===== src/rtl/sbox_pkg.sv =====
// +--------------------------------------------------------------------+
// | sbox_pkg : shared state encoding and table geometry for S-box gen   |
// | Rev 1.0                                                             |
// +--------------------------------------------------------------------+
`default_nettype none

package sbox_pkg;

  localparam int SBOX_SIZE = 256;
  localparam int SBOX_AW   = 8;

  typedef enum logic [2:0] {
    ST_IDLE    = 3'd0,
    ST_CLEAR   = 3'd1,
    ST_PRIME   = 3'd2,
    ST_COLLECT = 3'd3,
    ST_DONE    = 3'd4,
    ST_FAIL    = 3'd5
  } sbox_ctrl_state_t;

endpackage

`default_nettype wire


===== src/rtl/sat_counter.sv =====
// +--------------------------------------------------------------------+
// | sat_counter : up-counter with clear that stops at MAX, flags MAX    |
// | Rev 1.0                                                             |
// +--------------------------------------------------------------------+
`default_nettype none

module sat_counter #(
  parameter int W   = 8,
  parameter int MAX = 255
) (
  input  logic         clk,
  input  logic         rst_n,
  input  logic         i_clr,
  input  logic         i_inc,
  output logic [W-1:0] o_cnt,
  output logic         o_max
);

  localparam logic [W-1:0] c_MAX = W'(MAX);

  logic [W-1:0] r_cnt;
  logic         w_at_max;

  assign w_at_max = (r_cnt == c_MAX);

  always_ff @(posedge clk or negedge rst_n) begin
    if (!rst_n) begin
      r_cnt <= '0;
    end else if (i_clr) begin
      r_cnt <= '0;
    end else if (i_inc && !w_at_max) begin
      r_cnt <= r_cnt + 1'b1;
    end
  end

  assign o_cnt = r_cnt;
  assign o_max = w_at_max;

endmodule

`default_nettype wire


===== src/rtl/sbox_gen_ctrl.sv =====
// +--------------------------------------------------------------------+
// | sbox_gen_ctrl : sequencer for chaotic S-box generation pipeline     |
// | Rev 1.0                                                             |
// +--------------------------------------------------------------------+
`default_nettype none

module sbox_gen_ctrl
  import sbox_pkg::*;
#(
  parameter int PIPE_DEPTH  = 3,
  parameter int MAX_SAMPLES = 4096,
  parameter int SAMPLE_W    = 16
) (
  input  logic                clk,
  input  logic                rst_n,
  input  logic                i_start,
  input  logic                i_abort,
  input  logic                i_cand_seen,
  output logic                o_gen_en,
  output logic                o_seen_clr,
  output logic                o_wr_en,
  output logic [SBOX_AW-1:0]  o_wr_addr,
  output logic                o_busy,
  output logic                o_done,
  output logic                o_fail,
  output logic [SAMPLE_W-1:0] o_sample_cnt
);

  localparam int                c_PRIME_W     = $clog2(PIPE_DEPTH + 1);
  localparam logic [SBOX_AW:0]  c_FILL_LAST   = (SBOX_AW+1)'(SBOX_SIZE - 1);
  localparam logic [SBOX_AW:0]  c_FILL_FULL   = (SBOX_AW+1)'(SBOX_SIZE);
  localparam logic [SAMPLE_W-1:0] c_SAMPLE_LAST = SAMPLE_W'(MAX_SAMPLES - 1);

  sbox_ctrl_state_t r_state;
  sbox_ctrl_state_t w_state_nxt;

  logic [SBOX_AW:0]    r_fill_cnt;
  logic                w_idle_like;
  logic                w_start_ok;
  logic                w_wr;
  logic                w_sample;
  logic                w_prime_inc;
  logic                w_prime_max;
  logic [c_PRIME_W-1:0] w_prime_cnt;
  logic [SAMPLE_W-1:0] w_sample_cnt;
  logic                w_sample_max;
  logic                w_timeout;
  logic                w_last_entry;
  logic                w_unused;

  assign w_idle_like = (r_state == ST_IDLE) || (r_state == ST_DONE) || (r_state == ST_FAIL);
  assign w_start_ok  = i_start && !i_abort && w_idle_like;

  // Abort masks every side effect of the cycle it arrives in.
  assign w_wr        = (r_state == ST_COLLECT) && !i_cand_seen && !i_abort;
  assign w_sample    = (r_state == ST_COLLECT) && !i_abort;
  assign w_prime_inc = (r_state == ST_PRIME) && !i_abort;

  assign w_last_entry = w_wr && (r_fill_cnt == c_FILL_LAST);
  assign w_timeout    = w_sample && ((w_sample_cnt == c_SAMPLE_LAST) || w_sample_max);

  sat_counter #(
    .W   (c_PRIME_W),
    .MAX (PIPE_DEPTH - 1)
  ) u_prime_cnt (
    .clk   (clk),
    .rst_n (rst_n),
    .i_clr (w_start_ok),
    .i_inc (w_prime_inc),
    .o_cnt (w_prime_cnt),
    .o_max (w_prime_max)
  );

  sat_counter #(
    .W   (SAMPLE_W),
    .MAX (MAX_SAMPLES)
  ) u_sample_cnt (
    .clk   (clk),
    .rst_n (rst_n),
    .i_clr (w_start_ok),
    .i_inc (w_sample),
    .o_cnt (w_sample_cnt),
    .o_max (w_sample_max)
  );

  assign w_unused = ^w_prime_cnt;

  always_ff @(posedge clk or negedge rst_n) begin
    if (!rst_n) begin
      r_state <= ST_IDLE;
    end else begin
      r_state <= w_state_nxt;
    end
  end

  always_comb begin
    w_state_nxt = r_state;
    if (i_abort) begin
      w_state_nxt = ST_IDLE;
    end else begin
      case (r_state)
        ST_IDLE, ST_DONE, ST_FAIL: begin
          if (i_start) w_state_nxt = ST_CLEAR;
        end
        ST_CLEAR: w_state_nxt = ST_PRIME;
        ST_PRIME: begin
          if (w_prime_max) w_state_nxt = ST_COLLECT;
        end
        ST_COLLECT: begin
          // A 256th entry on the final sample completes rather than fails.
          if (w_last_entry)   w_state_nxt = ST_DONE;
          else if (w_timeout) w_state_nxt = ST_FAIL;
        end
        default: w_state_nxt = ST_IDLE;
      endcase
    end
  end

  always_ff @(posedge clk or negedge rst_n) begin
    if (!rst_n) begin
      r_fill_cnt <= '0;
    end else if (w_start_ok) begin
      r_fill_cnt <= '0;
    end else if (w_wr && (r_fill_cnt != c_FILL_FULL)) begin
      r_fill_cnt <= r_fill_cnt + 1'b1;
    end
  end

  assign o_gen_en     = (r_state == ST_PRIME) || (r_state == ST_COLLECT);
  assign o_seen_clr   = (r_state == ST_CLEAR);
  assign o_wr_en      = w_wr;
  assign o_wr_addr    = r_fill_cnt[SBOX_AW-1:0];
  assign o_busy       = (r_state == ST_CLEAR) || (r_state == ST_PRIME) || (r_state == ST_COLLECT);
  assign o_done       = (r_state == ST_DONE);
  assign o_fail       = (r_state == ST_FAIL);
  assign o_sample_cnt = w_sample_cnt;

endmodule

`default_nettype wire


===== config.mk =====
export PLATFORM = sky130hd
export DESIGN_NAME = sbox_gen_ctrl
export DESIGN_NICKNAME = d
export VERILOG_FILES = /design/src/rtl/sbox_pkg.sv /design/src/rtl/sat_counter.sv /design/src/rtl/sbox_gen_ctrl.sv
export SDC_FILE = /design/constraint.sdc
export NUM_CORES = 1
export LEC_CHECK = 0
export CAP_MARGIN = 20
export CORE_MARGIN = 2
export CORE_UTILIZATION = 48
export DETAILED_ROUTE_END_ITERATION = 10
export GPL_TIMING_DRIVEN = 0
export PLACE_DENSITY = 0.87
export SYNTH_ARGS = -nofsm -noshare
export SYNTH_HDL_FRONTEND = slang
export SYNTH_HIERARCHICAL = 1
export SYNTH_SLANG_ARGS = --single-unit

===== constraint.sdc =====
create_clock -name clk -period 2.2 [get_ports clk]
set_clock_uncertainty 0.1 [all_clocks]
set_input_delay 0.44 -clock clk [delete_from_list [all_inputs] [get_ports clk]]
set_output_delay 0.44 -clock clk [all_outputs]
set_load 0.01 [all_outputs]

==> results.toml, run 1 <==
[detailed_routing]
drt_iter0_drc = 161
antenna_left = 0
drt-wirelength-per-cell_um = 16.6
num_vias = 1805
drc_errors = 0
wl_mm = 5.23
vias_per_cell = 5.75
firstDrtPassIters = 4

[power_and_ir_drop]
switchingPower_w = 0.000619
power_frac_comb_pct = 32.2
pwr-share-clk_pct = 34.3
powerDensity_nw_per_um2 = 760
p_int_w = 0.00144
swShare_pct = 30.0
seq_power_share_pct = 33.5
peakVddDrop_uv = 759
leakage_nw = 1.13

[timing]
fmax_mhz = 443
finalCritPeriodShare_pct = 103
final.min_clock_period_ns = 2.26
tightest_slew_ns = 0.578
setup_viol_count_final = 1
slew_viol_final = 0
slew_headroom_pct = 61.3
rsz0062_at_grt = "true"
finalWorstSetupSlack_ns = -0.0574
final_hold_viol_count = 0

[clock_network]
cts.clk_slew.worst_paths_ns = 0.07
clock-sinks = 30
hold_buffers = 0
clockRootBuffer = "clkbuf_8"
cts_made_buffers = 5
cts_tree = "built"
cts_htree_levels = 2
clock_latency_ns = 0.29
cts_max_path_buffers = 2

[outcome]
violations = "setup timing"
outcome = "complete, but fails checks"

[place]
dp_cells = 291
routabilityCongestion = 0.882
dpl.hpwl_mm = 3.18
dpl_cell_area_um2 = 2420
io_buffers = 34

[die]
pin_count = 35
start_util_pct = 49.8
die_area_um2 = 4650
rows = 23
die_x_um = 68.2
die_y_um = 68.2
core_area_um2 = 3970

[worst_setup_path]
r2r-start = "u_sample_cnt/o_cnt[15]"
r2r-end = "r_state[0]"
rr_worst_depth = 6
worst_ep_required_time_ns = 2.28
path_class = "reg -> reg"
regToRegSetupSlack_ns = -0.06
cp.arrival_ns = 2.34
crit_chain = "or4_4, nor4_4, buf_6, or3b_1, o22ai_2, mux2_4"
critPathLaunchType = "register"
critPathMaxFanout = 5
slowest_stage = "or4_4"
end_kind = "register"
slowest_delay_ns = 0.58

[global_route]
grt_pass1_wl_mm = 7.76
grt_start_max_net_pins = 22
gr-total-overflow = 0
grt_use_total_pct = 22.5
antenna_found_initial = 0
grt_pass1_vias = 1672

[synthesis]
yosysWarnings = 6
ys_ff_latch = 30
syn_nets = 217
ys_seq_area_share_pct = 37.9
synth_cell_types = 52
syn_area_per_cell_um2 = 9.61
synth_cells = 206
syn_area_um2 = 1980

[finish]
nNetsFinal = 274
stdcell_count = 314
n_antenna_cell = 0
final_cell_area_um2 = 2720
syn2layout_area_growth_pct = 37.2
drive_gt1_share_pct = 29.9

[flow_run]
drv_cap = 0

[worst_hold_path]
hp-class = "in -> async"
-- worst max-delay path: cells and delay by family, from the launching register on --
kind,cells,cell delay [ns]
muxes,1,0.31
buffers and inverters,1,0.15
AOI/OAI and AO/OA,1,0.09
DFF,1,0.44
and+or+nand+nor,3,1.07
-- per-layer routing --
| metal | vias to the layer above | share of wire (%) | track usage (%) |
|---|---|---|---|
| li1 | 853 | - | - |
| met1 | 878 | 42 | 28.1 |
| met2 | 58 | 50 | 37.9 |
| met3 | 16 | 4.2 | 4.11 |
| met4 | 0 | 3.0 | 9.75 |
| met5 | - | 0 | 0 |
-- Yosys cell counts (all sizes together) --
cell / count / area (um2)
nor2: 25 / 93.8
a31o: 1 / 8.76
or3: 3 / 18.8
nand2: 8 / 30.0
nor4: 9 / 86.3
o31ai: 5 / 37.5
nand3b: 1 / 7.51
nand4: 5 / 37.5
buf: 13 / 103
a21oi: 10 / 50.1
o41ai: 1 / 16.3
and3b: 1 / 8.76
ha: 6 / 75.1
nor4b: 6 / 52.6
o22ai: 1 / 12.5
nand2b: 3 / 21.3
xnor2: 11 / 96.3
or2: 1 / 6.26
nand4b: 1 / 8.76
nand4bb: 1 / 11.3
o21a: 1 / 7.51
o31a: 1 / 8.76
a211oi: 3 / 27.5
or4: 9 / 75.1
inv: 13 / 48.8
nor3: 3 / 15.0
nor4bb: 1 / 10.0
mux2i: 3 / 30.0
o21ai: 2 / 10.0
and3: 1 / 6.26
mux2: 4 / 56.3
or3b: 2 / 17.5
clkbuf: 4 / 15.0
nor3b: 1 / 7.51
a31oi: 1 / 6.26
dfrtp: 30 / 751
o211a: 1 / 10.0
a21o: 1 / 7.51
nor2b: 5 / 38.8
or4b: 1 / 13.8
nand3: 7 / 35.0
-- how the worst max path moves through the flow --
| stage | start | to | slack [ns] |
|---|---|---|---|
| 6_report | u_sample_cnt/o_cnt[15] | r_state[0] | -0.06 |
| 5_1_grt | r_fill_cnt[1] | r_state[0] | -0.10 |
| 4_1_cts | i_abort | u_sample_cnt/o_cnt[8] | 0.005 |
| 3_5_place_dp | i_abort | u_sample_cnt/o_cnt[13] | -0.77 |
| 3_3_place_gp | i_abort | u_sample_cnt/o_cnt[13] | -0.76 |
| 2_1_floorplan | u_sample_cnt/o_cnt[15] | r_state[0] | -0.05 |
-- power by group through the flow --
stage	clock network [W]	registers, W	logic [W]
after detailed placement	0	0.000703	0.000604
after global routing	0.000738	0.000700	0.000721
after global placement	0	0.000701	0.000570
after CTS	0.000711	0.000687	0.000640
final	0.000707	0.000691	0.000664
after floorplan	0	0.000693	0.000394
-- layout by cell type (no fill, tap or decap), drive strengths merged, types with 2 or more instances in the layout --
cell type / instances
clkdlybuf4s50: 32
buf: 30
dfrtp: 30
nor2: 25
inv: 13
xnor2: 11
a21oi: 10
clkbuf: 10
nor4: 9
or4: 9
nand2: 8
nand3: 7
nor4b: 6
ha: 6
o31ai: 5
nor2b: 5
nand4: 5
mux2: 4
or3: 3
nor3: 3
mux2i: 3
nand2b: 3
a211oi: 3
bufinv: 2
or3b: 2
o21ai: 2
-- final cells by class --
class | instances | area, um2
Multi-Input combinational cell | 146 | 1100
Sequential cell | 30 | 764
Timing Repair Buffer | 51 | 482
Clock buffer | 6 | 82.6
Fill cell | 297 | 1260
Buffer | 16 | 118
Clock inverter | 2 | 60.1
Tap cell | 50 | 62.6
Inverter | 13 | 48.8
-- repair_timing --
| action | CTS | global route |
|---|---|---|
| resized for setup | 8 | 17 |
| setup endpoints to repair | 19 | 13 |
| setup buffers | 12 | 4 |
| pin swaps | 1 | 3 |
-- flip-flops by register name, summed over array words and instances, names as in the netlist --
name                cells
r_fill_cnt              9
u_prime_cnt/o_cnt       2
u_sample_cnt/o_cnt     16
r_state                 3
-- cell families (layout without fill, tap and decap cells) --
kind of cell    count (synthesis)  count (layout)  synth area share [%]
xor+xnor                       11              11                  4.87
flops                          30              30                  37.9
mux                             7               7                  4.36
fa+ha+maj                       6               6                  3.79
compound gates                 28              28                  10.2
simple gates                   94              94                  30.4
buf+inv                        30              88                  8.41
-- metrics by stage --
step / power (W) / hold WS, ns / setup TNS, ns / worst slack (ns) / util, %
floorplan: 0.00109 / 0.0444 / -0.0496 / -0.0496 / -
global placement: 0.00127 / 0.444 / -11.93 / -0.756 / 60.1
detailed placement: 0.00131 / 0.457 / -12.08 / -0.773 / 60.8
CTS: 0.00204 / 0.439 / 0 / 0.00505 / 66.8
global route: 0.00216 / 0.456 / -0.261 / -0.105 / 68.4
finish: 0.00206 / 0.420 / -0.0574 / -0.0574 / 68.4
Power figures use the tool's default switching activity.
==> run 2, diff against run 1 <==
Settings changed: SKIP_LAST_GASP set to 1.
==> run 2 against run 1 <==
The flow still finishes with violations (setup timing). Critical path depth unchanged. Clock-buffer cell count unchanged. Non-clock buffer count did not move. Register-to-register slack is essentially flat. Cell count stayed put. Via count did not move. Clock power barely moved. Sequential power is essentially flat. Global-route usage unchanged. Hold slack unchanged. First-iteration DRC count did not move. Critical path type unchanged. Critical endpoint unchanged. Highest routed layer unchanged.
==> results.toml, run 2 (same netlist as run 1, synthesis figures left out) <==
[outcome]
outcome = "complete, but fails checks"
violations = "setup timing"

[timing]
rsz0062_at_grt = "true"
tightest_slew_ns = 0.578
finalWorstSetupSlack_ns = -0.0574
slew_viol_final = 0
setup_viol_count_final = 1
slew_headroom_pct = 61.3
fmax_mhz = 443
final_hold_viol_count = 0
final.min_clock_period_ns = 2.26
finalCritPeriodShare_pct = 103

[worst_setup_path]
slowest_stage = "or4_4"
critPathMaxFanout = 5
cp.arrival_ns = 2.34
slowest_delay_ns = 0.58
rr_worst_depth = 6
crit_chain = "or4_4, nor4_4, buf_6, or3b_1, o22ai_2, mux2_4"
worst_ep_required_time_ns = 2.28
r2r-start = "u_sample_cnt/o_cnt[15]"
regToRegSetupSlack_ns = -0.06
end_kind = "register"
critPathLaunchType = "register"
r2r-end = "r_state[0]"
path_class = "reg -> reg"

[finish]
seq_area_um2 = 763
nFillCells = 297
final_cell_area_um2 = 2710
mostFrequentLayoutCells = "clkdlybuf4s50_1, buf_4, nor2_1, dfrtp_1, inv_1"
n_antenna_cell = 0
multiInputGateArea_um2 = 1100
nNetsFinal = 274
stdcell_count = 314
largest_register_ffs = 16
syn2layout_area_growth_pct = 37.1
final_common_cell = "clkdlybuf4s50_1"
drive_gt1_share_pct = 29.5

[power_and_ir_drop]
leakage_nw = 1.13
finalPower_w = 0.00206
peakVddDrop_uv = 759
powerDensity_nw_per_um2 = 760

[place]
pre_cts_ws_ns = -0.773
dpl.hpwl_mm = 3.18
dp_cells = 291
routabilityCongestion = 0.882
dpl_cell_area_um2 = 2420
io_buffers = 34

[global_route]
grt_pass1_wl_mm = 7.76
gr-total-overflow = 0
grt_start_max_net_pins = 22
grt_use_total_pct = 22.5
grt_pass1_vias = 1672
antenna_found_initial = 0

[worst_hold_path]
hp-class = "in -> async"

[flow_run]
drv_cap = 0

[detailed_routing]
firstDrtPassIters = 4
num_vias = 1805
drt_iter0_drc = 161
top_layer_used = "met4"
drt-wirelength-per-cell_um = 16.6
wl_met2_mm = 2.63
dr_wl_met3_um = 217
wl_met1_mm = 2.22
vias_per_cell = 5.75
antenna_left = 0
wl_mm = 5.23
drc_errors = 0

[clock_network]
cts_made_buffers = 5
cts_max_path_buffers = 2
clock-sinks = 30
cts_htree_levels = 2
clockRootBuffer = "clkbuf_8"
cts_tree = "built"
clock_latency_ns = 0.29
cts.clk_slew.worst_paths_ns = 0.07

[die]
core_area_um2 = 3970
pin_count = 35
start_util_pct = 49.8
die_area_um2 = 4650
die_x_um = 68.2
rows = 23
die_y_um = 68.2
## run 2: final cells by class
type                       instances  share of cell area (%)
multi-input combinational        146                    40.4
sequential                        30                    28.1
timing repair buffer              51                    17.8
buffer                            16                    4.33
clock buffer                       6                    3.04
tap                               50                    2.31
clock inverter                     2                    2.21
inverter                          13                    1.80
## run 2: worst max path at each step
stage,from,cells after the start,endpoint
2_1_floorplan,u_sample_cnt/o_cnt[15],6,r_state[0]
3_3_place_gp,i_abort,6,u_sample_cnt/o_cnt[13]
3_5_place_dp,i_abort,6,u_sample_cnt/o_cnt[13]
4_1_cts,i_abort,7,u_sample_cnt/o_cnt[8]
5_1_grt,r_fill_cnt[1],9,r_state[0]
6_report,u_sample_cnt/o_cnt[15],6,r_state[0]
## run 2: power breakdown
group	internal, W	switching (W)	total [W]
combinational	0.000337	0.000327	0.000664
sequential	0.000624	0.0000670	0.000691
clock	0.000483	0.000224	0.000707
total	0.00144	0.000619	0.00206
## run 2: timing repair
action                     CTS  global route
resized for setup            8            16
buffers inserted            12             4
hold buffers                 0             0
setup endpoints to repair   19            13
pin swaps                    1             3
## run 2: stage by stage
step,hold WS (ns),util (%),setup TNS [ns]
after floorplan,0.0444,-,-0.0496
after global placement,0.444,60.1,-11.93
after detailed placement,0.457,60.8,-12.08
after CTS,0.439,66.8,0
after global routing,0.456,68.3,-0.257
final,0.420,68.3,-0.0574
## run 2: critical path, delay by kind of cell, from the launching register on
kind	cells	cell delay, ns
muxes	1	0.31
AOI/OAI and AO/OA	1	0.09
and+or+nand+nor	3	1.07
DFF	1	0.44
buffers and inverters	1	0.15
## run 2: layer usage
metal  up-vias  GRT usage, %
li1        853             -
met1       878          28.1
met2        58          37.9
met3        16          4.11
met4         0          9.75
met5         -             0
==> run 3, diff against run 2 <==
Settings changed: CORE_MARGIN 2 to 3.
==> run 3 against run 2 <==
The run still ends with setup timing left. Hold slack better by 0.071 ns. Routed wire length is 3.6% lower. Sequential share of layout area is 0.34 points higher. Flip-flop and latch count stayed put.
==> results.toml, run 3 (same netlist as run 1, synthesis figures left out) <==
[outcome]
outcome = "complete, but fails checks"
violations = "setup timing"

[clock_network]
cts_htree_levels = 2
clockRootBuffer = "clkbuf_8"
clock-sinks = 30
clock_latency_ns = 0.29
cts_max_path_buffers = 2
hold_buffers = 0
cts.clk_slew.worst_paths_ns = 0.06
cts_tree = "built"
cts_made_buffers = 5

[finish]
largest_register_ffs = 16
final_common_cell = "clkdlybuf4s50_1"
mostFrequentLayoutCells = "clkdlybuf4s50_1, buf_4, nor2_1, dfrtp_1, inv_1"
syn2layout_area_growth_pct = 35.0
nNetsFinal = 275
n_antenna_cell = 0
final_cell_area_um2 = 2670
post-route-util_pct = 69.8
nFillCells = 275
drive_gt1_share_pct = 28.7

[timing]
tightest_slew_ns = 0.753
fin_hold_ws_ns = 0.490
slew_headroom_pct = 49.7
finalCritPeriodShare_pct = 101
slew_viol_final = 0
final.min_clock_period_ns = 2.22
final_hold_viol_count = 0
rsz0062_at_grt = "true"
setup_viol_count_final = 2
fmax_mhz = 451
finalWorstSetupSlack_ns = -0.0177

[power_and_ir_drop]
powerDensity_nw_per_um2 = 662
peakVddDrop_uv = 537
leakage_nw = 1.13

[detailed_routing]
firstDrtPassIters = 4
num_vias = 1802
antenna_left = 0
drt_iter0_drc = 113
drt-wirelength-per-cell_um = 16.1
wl_mm = 5.04
vias_per_cell = 5.76
drc_errors = 0

[worst_setup_path]
crit_top_cell = "buf_2"
critPathLaunchType = "input port"
cp_num_buf_inv = 4
cp.arrival_ns = 2.28
end_kind = "register"
worst_ep_required_time_ns = 2.26
cp_top_family = "buffers and inverters"
critPathMaxFanout = 10
slowest_stage = "nor4_1"
slowest_delay_ns = 0.35
crit_chain = "dlygate4sd2_1, nand4bb_1, buf_2, inv_1, nand3_1, buf_2, nor4_1, xnor2_1, nor2_1"
path_class = "in -> reg"

[place]
io_buffers = 34
routabilityCongestion = 0.830
dpl.hpwl_mm = 3.17
dpl_cell_area_um2 = 2410

[die]
pin_count = 35
rows = 22
core_area_um2 = 3830
start_util_pct = 51.7
die_y_um = 70.2
die_x_um = 70.2
die_area_um2 = 4930

[flow_run]
drv_cap = 0

[global_route]
grt_use_total_pct = 19.6
grt_pass1_wl_mm = 7.82
antenna_found_initial = 0
grt_start_max_net_pins = 22
gr-total-overflow = 0
grt_pass1_vias = 1650

[worst_hold_path]
hp-class = "reg -> reg"
-- run 3: repair_timing --
item	in CTS	in global routing
setup endpoints to repair	19	12
pin swaps	1	4
buffers inserted	8	9
gates resized for setup	6	22
endpoints found under the hold margin	0	0
-- run 3: per-layer routing --
metal | share of wire (%) | global-route usage (%) | vias up | routed length [um]
met5 | 0 | 0 | - | 0
met4 | 2.3 | 7.87 | 0 | 114
met3 | 5.8 | 4.75 | 12 | 294
met2 | 48 | 30.0 | 69 | 2410
met1 | 44 | 26.5 | 867 | 2220
li1 | - | - | 854 | -
-- run 3: stage by stage --
stage | cells | total power (W) | setup slack, ns | TNS (ns)
floorplan | 206 | 0.00109 | -0.0496 | -0.0496
global placement | 288 | 0.00127 | -0.724 | -11.31
detailed placement | 289 | 0.00130 | -0.772 | -11.98
CTS | 304 | 0.00176 | 0.0203 | 0
global route | 313 | 0.00187 | -0.0909 | -0.227
finish | 313 | 0.00177 | -0.0177 | -0.0187
-- run 3: final timing paths --
check / slack [ns] / cells past startpoint / from / to
max in group asynchronous: 0.95 / 2 / rst_n / u_sample_cnt/o_cnt[6]
setup / recovery: -0.02 / 9 / i_abort / u_sample_cnt/o_cnt[13]
hold / removal: 0.49 / 2 / r_fill_cnt[8] / r_fill_cnt[8]
setup reg to reg: 0 / 6 / u_sample_cnt/o_cnt[11] / r_state[0]
hold reg to reg: 0.49 / 2 / r_fill_cnt[8] / r_fill_cnt[8]
min in group asynchronous: 0.50 / 1 / rst_n / u_prime_cnt/o_cnt[0]
-- run 3: worst reg2reg max path, delay by kind of cell, from the launching register on --
kind                   cells  cell delay [ns]
AND/OR/NAND/NOR            3             1.04
flip-flops                 1             0.45
multiplexers               1             0.30
buffers and inverters      1             0.15
AO/OA/AOI/OAI              1             0.06
-- run 3: cell type report --
class | instances | area [um2] | share of cell area [%]
buffer | 16 | 118 | 4.40
clock buffer | 8 | 80.1 | 3.00
inverter | 13 | 48.8 | 1.83
multi-input combinational | 146 | 1110 | 41.7
sequential | 30 | 761 | 28.5
tap | 48 | 60.1 | 2.25
timing repair buffer | 52 | 492 | 18.4
-- run 3: where the power goes --
| part | internal, W | switching (W) |
|---|---|---|
| registers | 0.000623 | 0.0000659 |
| clock network | 0.000224 | 0.000201 |
| logic | 0.000343 | 0.000312 |
| total | 0.00119 | 0.000579 |
